$ cat src/rtl/sha256d_second_stage_if.sv
// sha256d_second_stage_if
//   Groups every non-clock signal of the double-SHA256 second-stage controller.
//   There are three groups: the first-pass digest input, the link to the second
//   SHA256 core, and the result output.
//
// Handshake rule (in_* and out_*): a transfer happens on a rising CLK edge where
// valid and ready are both 1. A producer keeps valid and its payload stable
// until that transfer. The ready side may not depend on valid.
//
// Modports
//   slave  : the controller's view (drives in_ready, core_*_in, core_write_en, out_*)
//   master : the environment's view (first-pass core, second core, consumer)
interface sha256d_second_stage_if #(
  parameter int TAG_W = 32
);
  logic             in_valid;
  logic             in_ready;
  logic [255:0]     in_digest;
  logic [TAG_W-1:0] in_tag;
  logic [255:0]     target;

  logic             core_write_en;
  logic [511:0]     core_block_in;
  logic [255:0]     core_digest_in;
  logic [255:0]     core_digest_out;
  logic             core_valid_out;

  logic             out_valid;
  logic             out_ready;
  logic [255:0]     out_hash;
  logic             out_hit;
  logic [TAG_W-1:0] out_tag;

  modport slave (
    input  in_valid, in_digest, in_tag, target,
    input  core_digest_out, core_valid_out,
    input  out_ready,
    output in_ready,
    output core_write_en, core_block_in, core_digest_in,
    output out_valid, out_hash, out_hit, out_tag
  );

  modport master (
    output in_valid, in_digest, in_tag, target,
    output core_digest_out, core_valid_out,
    output out_ready,
    input  in_ready,
    input  core_write_en, core_block_in, core_digest_in,
    input  out_valid, out_hash, out_hit, out_tag
  );
endinterface

$ cat src/rtl/sha256d_second_stage.sv
// sha256d_second_stage
//   Second pass of double SHA256. The block takes a 256-bit first-pass digest
//   and pads it into a single 512-bit block. It then runs an iterative SHA256
//   core over that block with the standard IV. It captures the result,
//   compares the byte-reversed hash against a mining target, and returns
//   hash, hit flag and job tag. Only one job is in flight at a time.
//
// Ports
//   CLK        clock
//   RST        asynchronous, active-low reset
//   bus        sha256d_second_stage_if.slave (input, core and output groups)
//   dbg_state  current FSM state (IDLE=0, RUN=1, WAIT=2, OUT=3)
//
// Timing: the input handshake happens at edge E0. core_write_en is high for
// the 66 cycles that follow. The core result is sampled one cycle later, and
// out_valid rises in the cycle after that.
module sha256d_second_stage #(
  parameter int TAG_W = 32
) (
  input  logic                    CLK,
  input  logic                    RST,
  sha256d_second_stage_if.slave   bus,
  output logic [1:0]              dbg_state
);

  typedef enum logic [1:0] {
    S_IDLE = 2'd0,
    S_RUN  = 2'd1,
    S_WAIT = 2'd2,
    S_OUT  = 2'd3
  } state_t;

  localparam logic [255:0] SHA256_IV = {
    32'h6a09e667, 32'hbb67ae85, 32'h3c6ef372, 32'ha54ff53a,
    32'h510e527f, 32'h9b05688c, 32'h1f83d9ab, 32'h5be0cd19
  };

  // Count of the last write_en cycle (the window is counted 0..65).
  localparam logic [6:0] LAST_ROUND = 7'd65;

  state_t           state;
  logic [6:0]       cnt;
  logic             write_en;
  logic [511:0]     block;
  logic [TAG_W-1:0] tag_q;
  logic [255:0]     target_q;
  logic             out_valid_q;
  logic [255:0]     out_hash_q;
  logic             out_hit_q;
  logic [TAG_W-1:0] out_tag_q;

  // Mining targets compare against the hash read as a little-endian number.
  // Byte 0 of the core word order (bits 7:0) becomes the most significant byte.
  function automatic logic [255:0] byte_rev(input logic [255:0] h);
    logic [255:0] r;
    r = '0;
    for (int i = 0; i < 32; i++) begin
      r[8*i +: 8] = h[255-8*i -: 8];
    end
    return r;
  endfunction

  always_ff @(posedge CLK or negedge RST) begin
    if (!RST) begin
      state       <= S_IDLE;
      cnt         <= '0;
      write_en    <= 1'b0;
      block       <= '0;
      tag_q       <= '0;
      target_q    <= '0;
      out_valid_q <= 1'b0;
      out_hash_q  <= '0;
      out_hit_q   <= 1'b0;
      out_tag_q   <= '0;
    end else begin
      case (state)
        S_IDLE: begin
          // in_ready is 1 in IDLE whenever reset is released, so in_valid
          // alone qualifies the accept here.
          if (bus.in_valid) begin
            // The message is 256 bits: pad with a 1 bit, zeros, and a 64-bit
            // length field holding 256 (0x100).
            block    <= {bus.in_digest, 32'h80000000, 192'h0, 32'h00000100};
            tag_q    <= bus.in_tag;
            target_q <= bus.target;
            cnt      <= '0;
            write_en <= 1'b1;
            state    <= S_RUN;
          end
        end

        S_RUN: begin
          if (cnt == LAST_ROUND) begin
            write_en <= 1'b0;
            state    <= S_WAIT;
          end else begin
            cnt <= cnt + 7'd1;
          end
        end

        S_WAIT: begin
          // The core cleared its previous valid level during the first
          // write_en cycle, so any 1 seen here belongs to this job.
          if (bus.core_valid_out) begin
            out_hash_q  <= bus.core_digest_out;
            out_hit_q   <= (byte_rev(bus.core_digest_out) <= target_q);
            out_tag_q   <= tag_q;
            out_valid_q <= 1'b1;
            state       <= S_OUT;
          end
        end

        S_OUT: begin
          if (bus.out_ready) begin
            out_valid_q <= 1'b0;
            state       <= S_IDLE;
          end
        end

        default: state <= S_IDLE;
      endcase
    end
  end

  // Gating with RST keeps in_ready low while reset is held. It also lets
  // in_ready rise in the first cycle after release.
  assign bus.in_ready       = (state == S_IDLE) && RST;
  assign bus.core_write_en  = write_en;
  assign bus.core_block_in  = block;
  assign bus.core_digest_in = SHA256_IV;
  assign bus.out_valid      = out_valid_q;
  assign bus.out_hash       = out_hash_q;
  assign bus.out_hit        = out_hit_q;
  assign bus.out_tag        = out_tag_q;
  assign dbg_state          = state;

endmodule

$ cat src/flat_wrapper.sv
// flat-port wrapper written by rule: the top's interface ports become plain ports
module sha256d_second_stage_flat 
#(
  parameter int TAG_W = 32
)
  (CLK, RST, dbg_state, bus_in_valid, bus_in_digest, bus_in_tag, bus_target, bus_core_digest_out, bus_core_valid_out, bus_out_ready, bus_in_ready, bus_core_write_en, bus_core_block_in, bus_core_digest_in, bus_out_valid, bus_out_hash, bus_out_hit, bus_out_tag);
  sha256d_second_stage_if #(.TAG_W(TAG_W)) bus_i ();
  input  logic CLK;
  input  logic RST;
  output logic [1:0] dbg_state;
  input wire logic [$bits(bus_i.in_valid)-1:0] bus_in_valid;
  input wire logic [$bits(bus_i.in_digest)-1:0] bus_in_digest;
  input wire logic [$bits(bus_i.in_tag)-1:0] bus_in_tag;
  input wire logic [$bits(bus_i.target)-1:0] bus_target;
  input wire logic [$bits(bus_i.core_digest_out)-1:0] bus_core_digest_out;
  input wire logic [$bits(bus_i.core_valid_out)-1:0] bus_core_valid_out;
  input wire logic [$bits(bus_i.out_ready)-1:0] bus_out_ready;
  output wire logic [$bits(bus_i.in_ready)-1:0] bus_in_ready;
  output wire logic [$bits(bus_i.core_write_en)-1:0] bus_core_write_en;
  output wire logic [$bits(bus_i.core_block_in)-1:0] bus_core_block_in;
  output wire logic [$bits(bus_i.core_digest_in)-1:0] bus_core_digest_in;
  output wire logic [$bits(bus_i.out_valid)-1:0] bus_out_valid;
  output wire logic [$bits(bus_i.out_hash)-1:0] bus_out_hash;
  output wire logic [$bits(bus_i.out_hit)-1:0] bus_out_hit;
  output wire logic [$bits(bus_i.out_tag)-1:0] bus_out_tag;
  assign bus_i.in_valid = bus_in_valid;
  assign bus_i.in_digest = bus_in_digest;
  assign bus_i.in_tag = bus_in_tag;
  assign bus_i.target = bus_target;
  assign bus_i.core_digest_out = bus_core_digest_out;
  assign bus_i.core_valid_out = bus_core_valid_out;
  assign bus_i.out_ready = bus_out_ready;
  assign bus_in_ready = bus_i.in_ready;
  assign bus_core_write_en = bus_i.core_write_en;
  assign bus_core_block_in = bus_i.core_block_in;
  assign bus_core_digest_in = bus_i.core_digest_in;
  assign bus_out_valid = bus_i.out_valid;
  assign bus_out_hash = bus_i.out_hash;
  assign bus_out_hit = bus_i.out_hit;
  assign bus_out_tag = bus_i.out_tag;
  sha256d_second_stage #(.TAG_W(TAG_W)) u_core (.CLK(CLK), .RST(RST), .bus(bus_i), .dbg_state(dbg_state));
endmodule
$ cat config.mk
export PLATFORM = sky130hd
export DESIGN_NAME = sha256d_second_stage_flat
export DESIGN_NICKNAME = d
export VERILOG_FILES = /design/src/rtl/sha256d_second_stage_if.sv /design/src/rtl/sha256d_second_stage.sv /design/src/flat_wrapper.sv
export SDC_FILE = /design/constraint.sdc
export NUM_CORES = 2
export LEC_CHECK = 0
export CAP_MARGIN = 20
export CORE_AREA = 4 4 723 725
export DETAILED_ROUTE_END_ITERATION = 7
export DIE_AREA = 0 0 727 729
export HOLD_SLACK_MARGIN = 0.02
export MAX_ROUTING_LAYER = met4
export PLACE_DENSITY = 0.3
export SLEW_MARGIN = 15
export SYNTH_ARGS = -nofsm -noshare
export SYNTH_HDL_FRONTEND = slang
export SYNTH_SLANG_ARGS = --single-unit
export TNS_END_PERCENT = 100
$ cat constraint.sdc
create_clock -name CLK -period 2.6 [get_ports CLK]
set_clock_uncertainty 0.05 [all_clocks]
set_input_delay 0.39 -clock CLK [delete_from_list [all_inputs] [get_ports CLK]]
set_output_delay 0.39 -clock CLK [all_outputs]
set_load 0.1 [all_outputs]
==> metrics <==
Post-synth EDFFs 0; fin util 0.140; Pwr Total 110 mW; first-pass GRT wire length between 400 and 500 mm; Starting Density 0.0800; Req. time, crit path 3.31 ns; GPL Wtd Cong 0.851; met2 routed WL 174 mm; power share of the clock group 0.179; antenna violations before repair 393; Synth Area in XOR/XNOR 0.000849; Cell Area, Synth 0.0413 sq mm; # nets final roughly 7.3k; unrepaired setup endpoints after global routing yes; FP Rows 264; Synth-to-Final Area Change 74.8%; Hold Crit Depth 3; critical path peak fanout 2; Seq cells post-synth 845; final hold vios 0; Worst R2R Path Depth 11; clock buffer depth 4; fin crit period between 3 and 4 ns; largest net degree at the start of global routing 92; sequential element share of the synthesized area 0.512; Post-Place Cell Area 0.0631 sq mm; crit share post-route 1.22; worst-skew pair later-pin latency slightly below 0.8 ns; Congestion Overflow GR 0; critical path type reg -> reg; post-route design area 0.0722 sq mm; nature of the critical path startpoint flip-flop; HPWL after DPL ~310 mm; routed wire length 355 mm; worst hold path class in -> reg; wire per inst about 26 microns; internal power 46.1 mW; vias in the first global route 38.9k; initial detailed-routing violation count 1964; Sequential Power Share 0.211; Synth Instances 4168; chip height between 700 and 800 microns; asr flop ratio synth 1.00; Simple-Gate Fraction of Synth Area 0.134; detailed-route DRC error count 0; net switching power 63.6 mW; layout cell share with drive strength beyond 1 0.237; CTS tree done; final setup vio count 1; Max Cap Violations 0; Worst-path clk slew 0.06 ns; fmax 0.316 GHz; Vias 37.6k; Post-Layout Cell Count about 13k; die area 0.530 sq mm; failing checks negative setup slack; Top Metal Used met4; CP arrival just under 4 ns; Post-Place Cells 12.7k; status finished with violations; mux cell area share after synthesis 0.0788; setup TNS -0.566 ns; final worst slack -0.566 ns; maximum VDD drop 0.868 mV; Synth cell types 60; Switching Share 0.580; Pwr per Cell Area 1520 mW/mm^2; met1 WL 133 mm; H-Tree Depth 4; cell at the root of the clock tree clkbuf_16; met3 wire len 39.7 mm; Synth Area in Compound Gates 0.0629; Placeable Area 0.516 sq mm; gr usage total 0.133; Comb power frac 0.610; clk sinks around 850; Die X about 730 microns; Routed Antenna Nets 0; # fillers 58.7k; port buffer count 1356; I/O Pins roughly 1.9k; Slew Limit Fails 0; Rel. slew slack 0.402; largest family of logic cells by synthesized area simple AND/OR/NAND/NOR gates; CP endpoint kind flip-flop; Vias/cell 2.79; worst-margin pin slew 0.896 ns; Primary FF master, synth dfrtp_1; Lkg Pwr 32.1 nW; yosys warns 0; Post-Syn Area per Cell 9.90 sq um; DR pass1 iterations 6; number of CTS-inserted buffers 138; Synth Area in Adders 0.0794
==> logic make-up after synthesis <==
| family | count (synthesis) |
|---|---|
| buf+inv | 930 |
| compound gates | 475 |
| fa+ha+maj | 262 |
| other cells | 2 |
| simple gates | 1361 |
| flops | 845 |
| xor+xnor | 4 |
| mux | 289 |
==> Yosys cell counts (3+ instances only) <==
master	instances	area share
nand4_1	50	0.0076
nor4_4	4	0.0021
a221o_1	3	0.00073
nor2_1	30	0.0027
mux2_2	287	0.078
dfrtp_1	845	0.51
nand3_1	33	0.0040
nor3_1	15	0.0018
a221oi_1	8	0.0017
clkbuf_1	150	0.014
nor4_1	6	0.00091
and2_1	3	0.00045
a21oi_1	105	0.013
nand2_1	1187	0.11
a21o_1	26	0.0047
and4_1	5	0.0011
o21ai_0	299	0.036
a211oi_1	5	0.00091
buf_4	511	0.093
o211ai_1	4	0.00073
nor3_2	3	0.00073
inv_1	266	0.024
nor2b_1	6	0.00091
ha_1	262	0.079
xor2_1	3	0.00064
nand2b_1	4	0.00061
nand4_2	5	0.0015
==> worst paths after layout <==
path                                      from                            end  slack [ns]
setup reg to reg           u_core.target_q[93]             u_core.bus.out_hit       -0.57
hold reg to reg               u_core.tag_q[31]         u_core.bus.out_tag[31]        0.41
setup / recovery           u_core.target_q[93]             u_core.bus.out_hit       -0.57
hold / removal              bus_in_digest[229]  u_core.bus.core_block_in[485]        0.13
min in group asynchronous                  RST        u_core.bus.out_hash[91]        0.40
max in group asynchronous                  RST           u_core.target_q[150]        0.86
==> sequential cells by signal, summed over array words and instances, names as in the netlist <==
| name | count |
|---|---|
| u_core.bus.out_valid | 1 |
| u_core.bus.core_block_in | 257 |
| u_core.tag_q | 32 |
| u_core.target_q | 256 |
| u_core.bus.core_write_en | 1 |
| u_core.bus.out_hash | 256 |
| u_core.cnt | 7 |
| u_core.dbg_state | 2 |
| u_core.bus.out_hit | 1 |
| u_core.bus.out_tag | 32 |
==> placed cells by master, fill, tap and decap left out, drive strengths merged, types with 3 or more instances in the layout <==
cell	n
clkinv	39
conb	510
a21o	26
nand2b	4
diode	222
nand4	55
clkdlybuf4s50	803
nor4	11
dfrtp	845
a221oi	8
clkinvlp	4
nand3	34
xor2	3
o21ai	300
buf	934
nand2	1187
and4	5
ha	262
a21oi	105
bufinv	12
a221o	3
mux2	287
and2	4
a211oi	5
nor3	18
inv	270
nor2	30
o211ai	5
clkbuf	185
dlygate4sd3	358
nor2b	6
==> per-stage QoR <==
step	hold slack (ns)	worst slack (ns)
after global placement	0.347	-2.08
after CTS	0.0203	-0.617
final	0.128	-0.566
after detailed placement	0.392	-1.73
after global routing	0.0538	-0.758
after floorplan	0.0444	0.138
==> repair_timing <==
action                                  in CTS  in global routing
setup buffers                                6                  0
resized for setup                           42                  0
endpoints found under the setup margin       2                  1
pin swaps                                   12                  0
hold buffers                               358                  0
endpoints found under the hold margin      466                  0
==> power by group through the flow <==
stage | Sequential (mW) | Combinational [mW] | Clock, mW
floorplan | 52.3 | 15.4 | 0
global placement | 23.3 | 67.6 | 0
detailed placement | 23.4 | 67.7 | 0
CTS | 23.3 | 68.9 | 20.8
global route | 23.9 | 70.4 | 21.1
finish | 23.1 | 67.0 | 19.6
==> routing by layer <==
layer	global-route usage	up-vias
met3	0.0654	480
met1	0.139	18400
met2	0.227	1638
li1	-	17100
met4	0.0224	0
met5	-	-
==> area by class of cell <==
cell class	count	area, sq um	share of cell area
inverter	266	998	0.0138
tap	6916	8650	0.120
clock inverter	59	749	0.0104
sequential	845	21100	0.293
clock buffer	181	3870	0.0536
antenna	222	556	0.00770
timing repair buffer	2099	19300	0.268
multi-input combinational	2901	16900	0.234
==> critical path: stages (launching register included) <==
cell	delay, ns
dfrtp_1	0.36
inv_2	0.14
ha_1	0.28
a21o_1	0.16
a21o_1	0.17
a21oi_1	0.52
buf_4	0.22
nand3_1	0.27
o41ai_1	0.45
buf_4	0.20
a31oi_4	0.13
o21ai_1	0.14
(Power assumes the default switching activity.)
